<file path="config.mk">
export PLATFORM = sky130hd
export DESIGN_NAME = obstacle_spawn_scheduler
export DESIGN_NICKNAME = d
export VERILOG_FILES = /design/src/rtl/obstacle_spawn_scheduler.sv
export SDC_FILE = /design/constraint.sdc
export NUM_CORES = 1
export LEC_CHECK = 0
export ABC_AREA = 1
export BUFFER_PORTS_ARGS = -buffer_cell sky130_fd_sc_hd__buf_2
export CAP_MARGIN = 10
export CELL_PAD_IN_SITES_DETAIL_PLACEMENT = 1
export CELL_PAD_IN_SITES_GLOBAL_PLACEMENT = 2
export CORE_MARGIN = 8
export CORE_UTILIZATION = 36
export CTS_BUF_LIST = sky130_fd_sc_hd__clkbuf_2 sky130_fd_sc_hd__clkbuf_4 sky130_fd_sc_hd__clkbuf_8
export CTS_CLUSTER_DIAMETER = 50
export CTS_CLUSTER_SIZE = 24
export DETAILED_ROUTE_END_ITERATION = 16
export GPL_TIMING_DRIVEN = 0
export PLACE_DENSITY = 0.87
export SYNTH_ARGS = -nofsm -noshare
export SYNTH_HDL_FRONTEND = slang
export SYNTH_SLANG_ARGS = --single-unit
</file>
<file path="constraint.sdc">
create_clock -name clk -period 2.6 [get_ports clk]
set_clock_uncertainty 0.15 [all_clocks]
set_input_delay 0 -clock clk [delete_from_list [all_inputs] [get_ports clk]]
set_output_delay 0 -clock clk [all_outputs]
set_load 0.01 [all_outputs]
</file>
<file path="src/rtl/obstacle_spawn_scheduler.sv">
// -----------------------------------------------------------------------------
// obstacle_spawn_scheduler
//
// Central controller for a pool of NUM_OBSTACLES obstacle instances.
//   - Paces spawn events on frame boundaries (one event every SPAWN_PERIOD
//     startOfFrame pulses while gameplay runs).
//   - Hands each spawn the lowest-index free slot and a pseudo-random start X
//     drawn from a 10-bit Fibonacci LFSR (x^10 + x^7 + 1).
//   - Tracks which slots are alive; alive[i] is the enable of instance i.
//   - Arbitrates simultaneous hits with fixed priority (lowest index first),
//     killing at most one obstacle per clock and counting kills (saturating).
//
// Ports:
//   clk          in   system clock
//   reset        in   asynchronous, active-high reset
//   game_run     in   level; 1 = gameplay active
//   startOfFrame in   one-clock pulse per frame
//   hit_req      in   per-slot "shot hit this obstacle" level
//   alive        out  per-slot obstacle enable
//   spawn_valid  out  one-clock pulse: a slot was spawned
//   spawn_slot   out  spawned slot index (valid with spawn_valid)
//   spawn_x      out  signed start X (valid with spawn_valid)
//   kill_valid   out  one-clock pulse: a slot was killed
//   kill_slot    out  killed slot index (valid with kill_valid)
//   kill_count   out  kills since run start, saturating at 255
// -----------------------------------------------------------------------------
module obstacle_spawn_scheduler #(
  parameter int         NUM_OBSTACLES = 4,
  parameter int         SLOT_W        = 2,
  parameter int         SPAWN_PERIOD  = 60,
  parameter int         X_MIN         = 30,
  parameter int         X_RANGE       = 480,
  parameter logic [9:0] LFSR_SEED     = 10'h2A5
) (
  input  logic                     clk,
  input  logic                     reset,
  input  logic                     game_run,
  input  logic                     startOfFrame,
  input  logic [NUM_OBSTACLES-1:0] hit_req,
  output logic [NUM_OBSTACLES-1:0] alive,
  output logic                     spawn_valid,
  output logic [SLOT_W-1:0]        spawn_slot,
  output logic signed [10:0]       spawn_x,
  output logic                     kill_valid,
  output logic [SLOT_W-1:0]        kill_slot,
  output logic [7:0]               kill_count
);

  localparam int              FC_W    = (SPAWN_PERIOD > 2) ? $clog2(SPAWN_PERIOD) : 1;
  localparam logic [FC_W-1:0] FC_LAST = FC_W'(SPAWN_PERIOD - 1);

  typedef enum logic {
    IDLE = 1'b0,
    RUN  = 1'b1
  } state_t;

  state_t                   r_state;
  logic [FC_W-1:0]          r_frame_cnt;
  logic                     r_pending;
  logic [9:0]               r_lfsr;
  logic [NUM_OBSTACLES-1:0] r_alive;
  logic                     r_spawn_valid;
  logic [SLOT_W-1:0]        r_spawn_slot;
  logic signed [10:0]       r_spawn_x;
  logic                     r_kill_valid;
  logic [SLOT_W-1:0]        r_kill_slot;
  logic [7:0]               r_kill_count;

  logic [9:0]               w_lfsr_next;
  logic                     w_spawn_event;
  logic                     w_req;
  logic [NUM_OBSTACLES-1:0] w_elig;
  logic                     w_free_any;
  logic [SLOT_W-1:0]        w_free_idx;
  logic [NUM_OBSTACLES-1:0] w_spawn_mask;
  logic                     w_kill_any;
  logic [SLOT_W-1:0]        w_kill_idx;
  logic [NUM_OBSTACLES-1:0] w_kill_mask;

  // Fold a 9-bit offset (0..511) into X_MIN..X_MIN+X_RANGE: offsets past the
  // range wrap back to the start instead of being clipped, which keeps the
  // distribution roughly flat.
  function automatic logic signed [10:0] fold_x(input logic [8:0] off);
    logic [10:0] v;
    v = 11'(X_MIN) + {2'b00, off};
    if ({2'b00, off} > 11'(X_RANGE)) begin
      v = v - 11'(X_RANGE + 1);
    end
    return $signed(v);
  endfunction

  function automatic logic [7:0] sat_inc8(input logic [7:0] v);
    return (v == 8'hFF) ? v : v + 8'd1;
  endfunction

  assign w_lfsr_next = {r_lfsr[8:0], r_lfsr[9] ^ r_lfsr[6]};

  // Spawn and kill both look at the registered alive vector. A live kill
  // winner can therefore never be the free slot picked for a spawn, and the
  // two masks are always disjoint.
  always_comb begin
    w_spawn_event = (r_state == RUN) && game_run && startOfFrame &&
                    (r_frame_cnt == FC_LAST);
    w_req         = w_spawn_event || r_pending;
    w_elig        = hit_req & r_alive;
    w_free_any    = 1'b0;
    w_free_idx    = '0;
    w_spawn_mask  = '0;
    w_kill_any    = 1'b0;
    w_kill_idx    = '0;
    w_kill_mask   = '0;
    // Scan high to low so the last hit found is the lowest index.
    for (int i = NUM_OBSTACLES - 1; i >= 0; i--) begin
      if (!r_alive[i]) begin
        w_free_any   = 1'b1;
        w_free_idx   = SLOT_W'(i);
        w_spawn_mask = '0;
        w_spawn_mask[i] = 1'b1;
      end
      if (w_elig[i]) begin
        w_kill_any  = 1'b1;
        w_kill_idx  = SLOT_W'(i);
        w_kill_mask = '0;
        w_kill_mask[i] = 1'b1;
      end
    end
    if (!(w_req && w_free_any)) begin
      w_spawn_mask = '0;
    end
  end

  always_ff @(posedge clk or posedge reset) begin
    if (reset) begin
      r_state       <= IDLE;
      r_frame_cnt   <= '0;
      r_pending     <= 1'b0;
      r_lfsr        <= LFSR_SEED;
      r_alive       <= '0;
      r_spawn_valid <= 1'b0;
      r_spawn_slot  <= '0;
      r_spawn_x     <= '0;
      r_kill_valid  <= 1'b0;
      r_kill_slot   <= '0;
      r_kill_count  <= '0;
    end else begin
      r_lfsr        <= w_lfsr_next;
      r_spawn_valid <= 1'b0;
      r_kill_valid  <= 1'b0;
      case (r_state)
        IDLE: begin
          r_alive      <= '0;
          r_frame_cnt  <= '0;
          r_pending    <= 1'b0;
          r_kill_count <= '0;
          if (game_run) begin
            r_state <= RUN;
          end
        end
        RUN: begin
          if (!game_run) begin
            // Leaving the run drops any in-flight spawn or kill this cycle.
            r_state      <= IDLE;
            r_alive      <= '0;
            r_frame_cnt  <= '0;
            r_pending    <= 1'b0;
            r_kill_count <= '0;
          end else begin
            if (startOfFrame) begin
              r_frame_cnt <= (r_frame_cnt == FC_LAST) ? '0 : r_frame_cnt + FC_W'(1);
            end
            if (w_req) begin
              if (w_free_any) begin
                r_spawn_valid <= 1'b1;
                r_spawn_slot  <= w_free_idx;
                r_spawn_x     <= fold_x(r_lfsr[8:0]);
                r_pending     <= 1'b0;
              end else begin
                // Only one request is remembered; later events are dropped.
                r_pending <= 1'b1;
              end
            end
            if (w_kill_any) begin
              r_kill_valid <= 1'b1;
              r_kill_slot  <= w_kill_idx;
              r_kill_count <= sat_inc8(r_kill_count);
            end
            r_alive <= (r_alive | w_spawn_mask) & ~w_kill_mask;
          end
        end
        default: r_state <= IDLE;
      endcase
    end
  end

  assign alive       = r_alive;
  assign spawn_valid = r_spawn_valid;
  assign spawn_slot  = r_spawn_slot;
  assign spawn_x     = r_spawn_x;
  assign kill_valid  = r_kill_valid;
  assign kill_slot   = r_kill_slot;
  assign kill_count  = r_kill_count;

endmodule

</file>
# [After elaboration in Yosys (flattened, before gate mapping)]
# Cells that the tools add are included.
[totals] regBits=47 latchBits=0 ram_bits=0 romBits=0 word_cells=84 n_memories=0
[op_classes] add_sub_neg=4 mul=0 n_div=0 n_lt_le_gt_ge=1 eq_ne=6 shift=0 muxes=48 n_bitwise=6 n_reduce_logical=8
[op_table] op="$mux 4" count=10
[op_table] op="$mux 8" count=3
[op_table] op="$mux 1" count=19
[op_table] op="$mux 6" count=3
[op_table] op="$mux 2" count=8
[op_table] op="$pmux 8 s2" count=1
[op_table] op="$pmux 6 s2" count=1
[op_table] op="$mux 11" count=1
[op_table] op="$sub 10x9->11 const B" count=1
[op_table] op="$add 5x9->10 const A" count=1
[op_table] op="$gt 9x9->1 const B" count=1
[op_table] op="$add 8x1->8 const B" count=1
[op_table] op="$and 4x4->4" count=2
[op_table] op="$eq 8x8->1 const B" count=1
[op_table] op="$pmux 4 s2" count=1
[op_table] op="$add 6x1->6 const B" count=1
[op_table] op="$eq 6x6->1 const B" count=1
[op_table] op="$ne 3x2->1 const B" count=2
[op_table] op="$ne 3x3->1 const B" count=2
[op_table] op="$logic_and 1x1->1" count=4
[op_table] op="$not 4->4" count=1
[op_table] op="$or 4x4->4" count=1
[op_table] op="$reduce_and 4->1" count=1
[op_table] op="$reduce_and 3->1" count=1
[op_table] op="other kinds (5)" count=5

# [Longest topological paths before layout]
[depth] depth_word=10 mapped_depth=12

# [Worst setup path after synthesis]
# OpenSTA, ideal clock, no wires.
[synth_path] path_kind="register to register" from="reg r_lfsr[2]" to="reg r_spawn_x[9], in the netlist spawn_x[9]" setup_ns=0.117 t_arrival_ns=1.590 path_slack_ns=0.743 path_stages_with_launch=11 period_less_slack_ns=1.857 path_cell_list="dfstp_2 inv_1 ha_1 xnor2_1 nand2_1 nor2_1 nor2_1 nand3_1 nand3_1 nand3_1 nand2_1"
[synth_between] elab_chain_cells=3 elab_cells_between_ends=4 classes_between="add/sub (2); order compare (1); mux (1)"
[synth_lines] element="start: declaration" line_no="60" rtl="logic [9:0] r_lfsr;"
[synth_lines] element="start signal: assignment" line_no="146" rtl="r_lfsr <= w_lfsr_next;"
[synth_lines] element="$add 5x9->10" line_no="85" rtl="v = 11'(X_MIN) + {2'b00, off};"
[synth_lines] element="$sub 10x9->11" line_no="87" rtl="v = v - 11'(X_RANGE + 1);"
[synth_lines] element="$mux 11 *" line_no="86" rtl="if ({2'b00, off} > 11'(X_RANGE)) begin"
[synth_lines] element="end signal: assignment" line_no="175" rtl="r_spawn_x <= fold_x(r_lfsr[8:0]);"
[synth_lines] element="end: declaration" line_no="64" rtl="logic signed [10:0] r_spawn_x;"
# Every way passes the cells marked *; elsewhere a longest branch is shown, timed or not.
# A chain may end at the register's enable or synchronous reset.

# [Final worst setup path]
# Same ends and word-level chain as after synthesis.

==> flow_summary.json <==
{
  "wl_mm": 5.72,
  "antenna_found_initial": 0,
  "syn-instance-count": 269,
  "fin_crit_ns": 2.08,
  "post-route-util": 0.442,
  "r2r_cells": 10,
  "dieWidth_um": 97.9,
  "finalCritPeriodShare": 0.800,
  "grt_pass1_wl_mm": 10.1,
  "num_vias": 1940,
  "status": "complete, no violations",
  "slew_violations": 0,
  "dieArea_um2": 9580,
  "syn_area_um2": 2410,
  "worstMarginPinSlew_ns": 0.402,
  "start_kind": "flop",
  "die_y_um": 97.9,
  "layout.cells.non_filler": 403,
  "syn_nets": 284,
  "start_util": 0.363,
  "layout_common_cells": "nand2_1 (63), dfrtp_1 (42), buf_2 (36)",
  "syn_area_per_cell_um2": 8.97,
  "cts_tree": "built",
  "clockBufferDepth": 2,
  "cp_slowest_cell": "dfstp_2",
  "hold_viol": 0,
  "synth_edf_count": 0,
  "leakage_nw": 1.43,
  "path_class": "reg -> reg",
  "slew_headroom": 0.732,
  "cp_data_arrival_time_ns": 2.13,
  "diodes": 0,
  "cts_htree_levels": 2,
  "powerDensity_nw_per_um2": 486,
  "grt.total_usage": 0.129,
  "overflow": 0,
  "antenna_left": 0,
  "ir_drop_mv": 0.191,
  "dpl.hpwl_mm": 4.32,
  "cts_resized": 0,
  "synth.distinct_cells": 39,
  "crit_path_end_kind": "flop",
  "fmax_ghz": 0.481,
  "critPathMaxStageDelay_ns": 0.56,
  "synth_seq_area_share": 0.490,
  "rsz0062_at_grt": "no",
  "gp_congestion": 0.753,
  "cp_common_cell": "nand3_1",
  "r2r-end": "spawn_x[9]",
  "cts_setup_buffers": 0,
  "place_inst": 386,
  "cts_buffers": 5,
  "grt_max_degree": 37,
  "holdCritPathClass": "in -> async",
  "drc": 0,
  "rrSetupSlack_ns": 0.52,
  "drive_gt1_frac": 0.232,
  "finalSetupViolations": 0,
  "crit_required_ns": 2.65,
  "rows": 30,
  "critPathMaxFanout": 3,
  "drv_cap": 0,
  "portBuffers": 36,
  "synth-seq-cells": 47,
  "grt_pass1_vias": 2034,
  "routed_via_density": 4.81,
  "cts_sinks": 47,
  "yosys_most_used_dff": "dfrtp_1",
  "drt_iter0_drc": 53,
  "cts_root_buf": "clkbuf_8",
  "ys_async_sr_fraction": 1.00,
  "dr.pass1.iters": 4,
  "crit_chain": "inv_1 > ha_1 > xnor2_1 > nand2_1 > nor2_1 > nor2_1 > nand3_1 > nand3_1 > nand3_1 > nand2_1",
  "fillers": 800,
  "post_drt_wl_per_cell_um": 14.2,
  "num-nets-final": 337,
  "tns_ns": 0,
  "final_common_cell": "nand2_1",
  "path_clk_slew_ns": 0.10,
  "synthToLayoutAreaGrowth_pct": 21.8,
  "r2r-start": "r_lfsr[2]",
  "ios": 37,
  "insertion_delay_ns": 0.31,
  "core-area_um2": 6640,
  "yosysWarnings": 0
}
==> synth_stat cells, types with 3 or more instances <==
library cell  count  share of area
xnor2_1           5          0.018
a21oi_1          13          0.027
o21ai_1           6          0.012
nand3_1          17          0.035
inv_1            31          0.048
ha_1              7          0.036
dfstp_2           5          0.054
dfrtp_1          42           0.44
nand2_1          63          0.098
o21ai_0          15          0.031
nor2_1           19          0.030
nor2_4            3          0.014
xor2_1            7          0.025
==> per-stage QoR <==
stage                     instance area (um^2)  worst slack, ns  hold slack (ns)  power [mW]
after detailed placement                  2710            0.537           -0.181       0.795
after CTS                                 2940            0.497           0.0244        1.46
final                                     2940            0.521           0.0300        1.43
after global placement                    2690            0.589           0.0185       0.790
after global routing                      2940            0.284           0.0420        1.48
after floorplan                           2410            0.743           -0.119       0.773
==> state kept, by name, summed over array words and instances, names as in the netlist <==
register and count:
r_frame_cnt 6, r_lfsr 10, r_state 1, spawn_valid 1
kill_count 8, spawn_slot 2, kill_slot 2, kill_valid 1
alive 4, r_pending 1, spawn_x 11
==> worst max-delay path: cells and delay by family (launching register included) <==
| kind | cells | cell delay (ns) |
|---|---|---|
| simple gates | 7 | 0.69 |
| flops | 1 | 0.56 |
| buf+inv | 1 | 0.07 |
| fa+ha+maj | 1 | 0.21 |
| xor+xnor | 1 | 0.28 |
==> logic make-up (layout without fill, tap and decap cells) <==
| logic type | count (synthesis) | after routing | share of synthesized area |
|---|---|---|---|
| compound gates | 44 | 44 | 0.110 |
| simple gates | 121 | 121 | 0.252 |
| buf+inv | 38 | 92 | 0.0679 |
| xor+xnor | 12 | 12 | 0.0436 |
| flops | 47 | 47 | 0.490 |
| fa+ha+maj | 7 | 7 | 0.0363 |
==> how the worst max path moves through the flow <==
stage          startpoint    endpoint  slack [ns]  cells after the start
6_report        r_lfsr[2]  spawn_x[9]        0.52                     10
3_3_place_gp    r_lfsr[2]  spawn_x[9]        0.59                     10
2_1_floorplan   r_lfsr[2]  spawn_x[9]        0.74                     10
5_1_grt         r_lfsr[2]  spawn_x[9]        0.28                     10
4_1_cts         r_lfsr[2]  spawn_x[9]        0.50                     10
3_5_place_dp    r_lfsr[2]  spawn_x[9]        0.54                     10
==> per-layer routing <==
layer / GRT usage / vias up / part of all wire
met4: 0.0504 / 0 / 0.015
li1: - / 973 / -
met5: 0 / - / 0
met1: 0.159 / 936 / 0.48
met3: 0.0284 / 7 / 0.029
met2: 0.213 / 24 / 0.48
==> what timing repair did <==
item / 4_1_cts / 5_1_grt
endpoints found under the hold margin: 63 / 0
hold buffers: 9 / 0
endpoints found under the setup margin: 0 / 0
==> final cells by class <==
cell class / count / area (um^2) / share of cell area
flip-flops and latches: 47 / 1180 / 0.402
well taps: 80 / 100 / 0.0341
inverters: 35 / 141 / 0.0481
clock buffers: 5 / 68.8 / 0.0234
multi-input cells: 184 / 1070 / 0.363
plain buffers: 3 / 22.5 / 0.00766
repair buffers: 46 / 290 / 0.0988
clock inverters: 3 / 67.6 / 0.0230
==> report_power, final <==
group / internal (mW) / switching (mW) / leakage (nW)
clock network: 0.383 / 0.258 / 0.0644
logic: 0.0183 / 0.0340 / 0.731
registers: 0.733 / 0.00173 / 0.636
(Power assumes the default switching activity.)
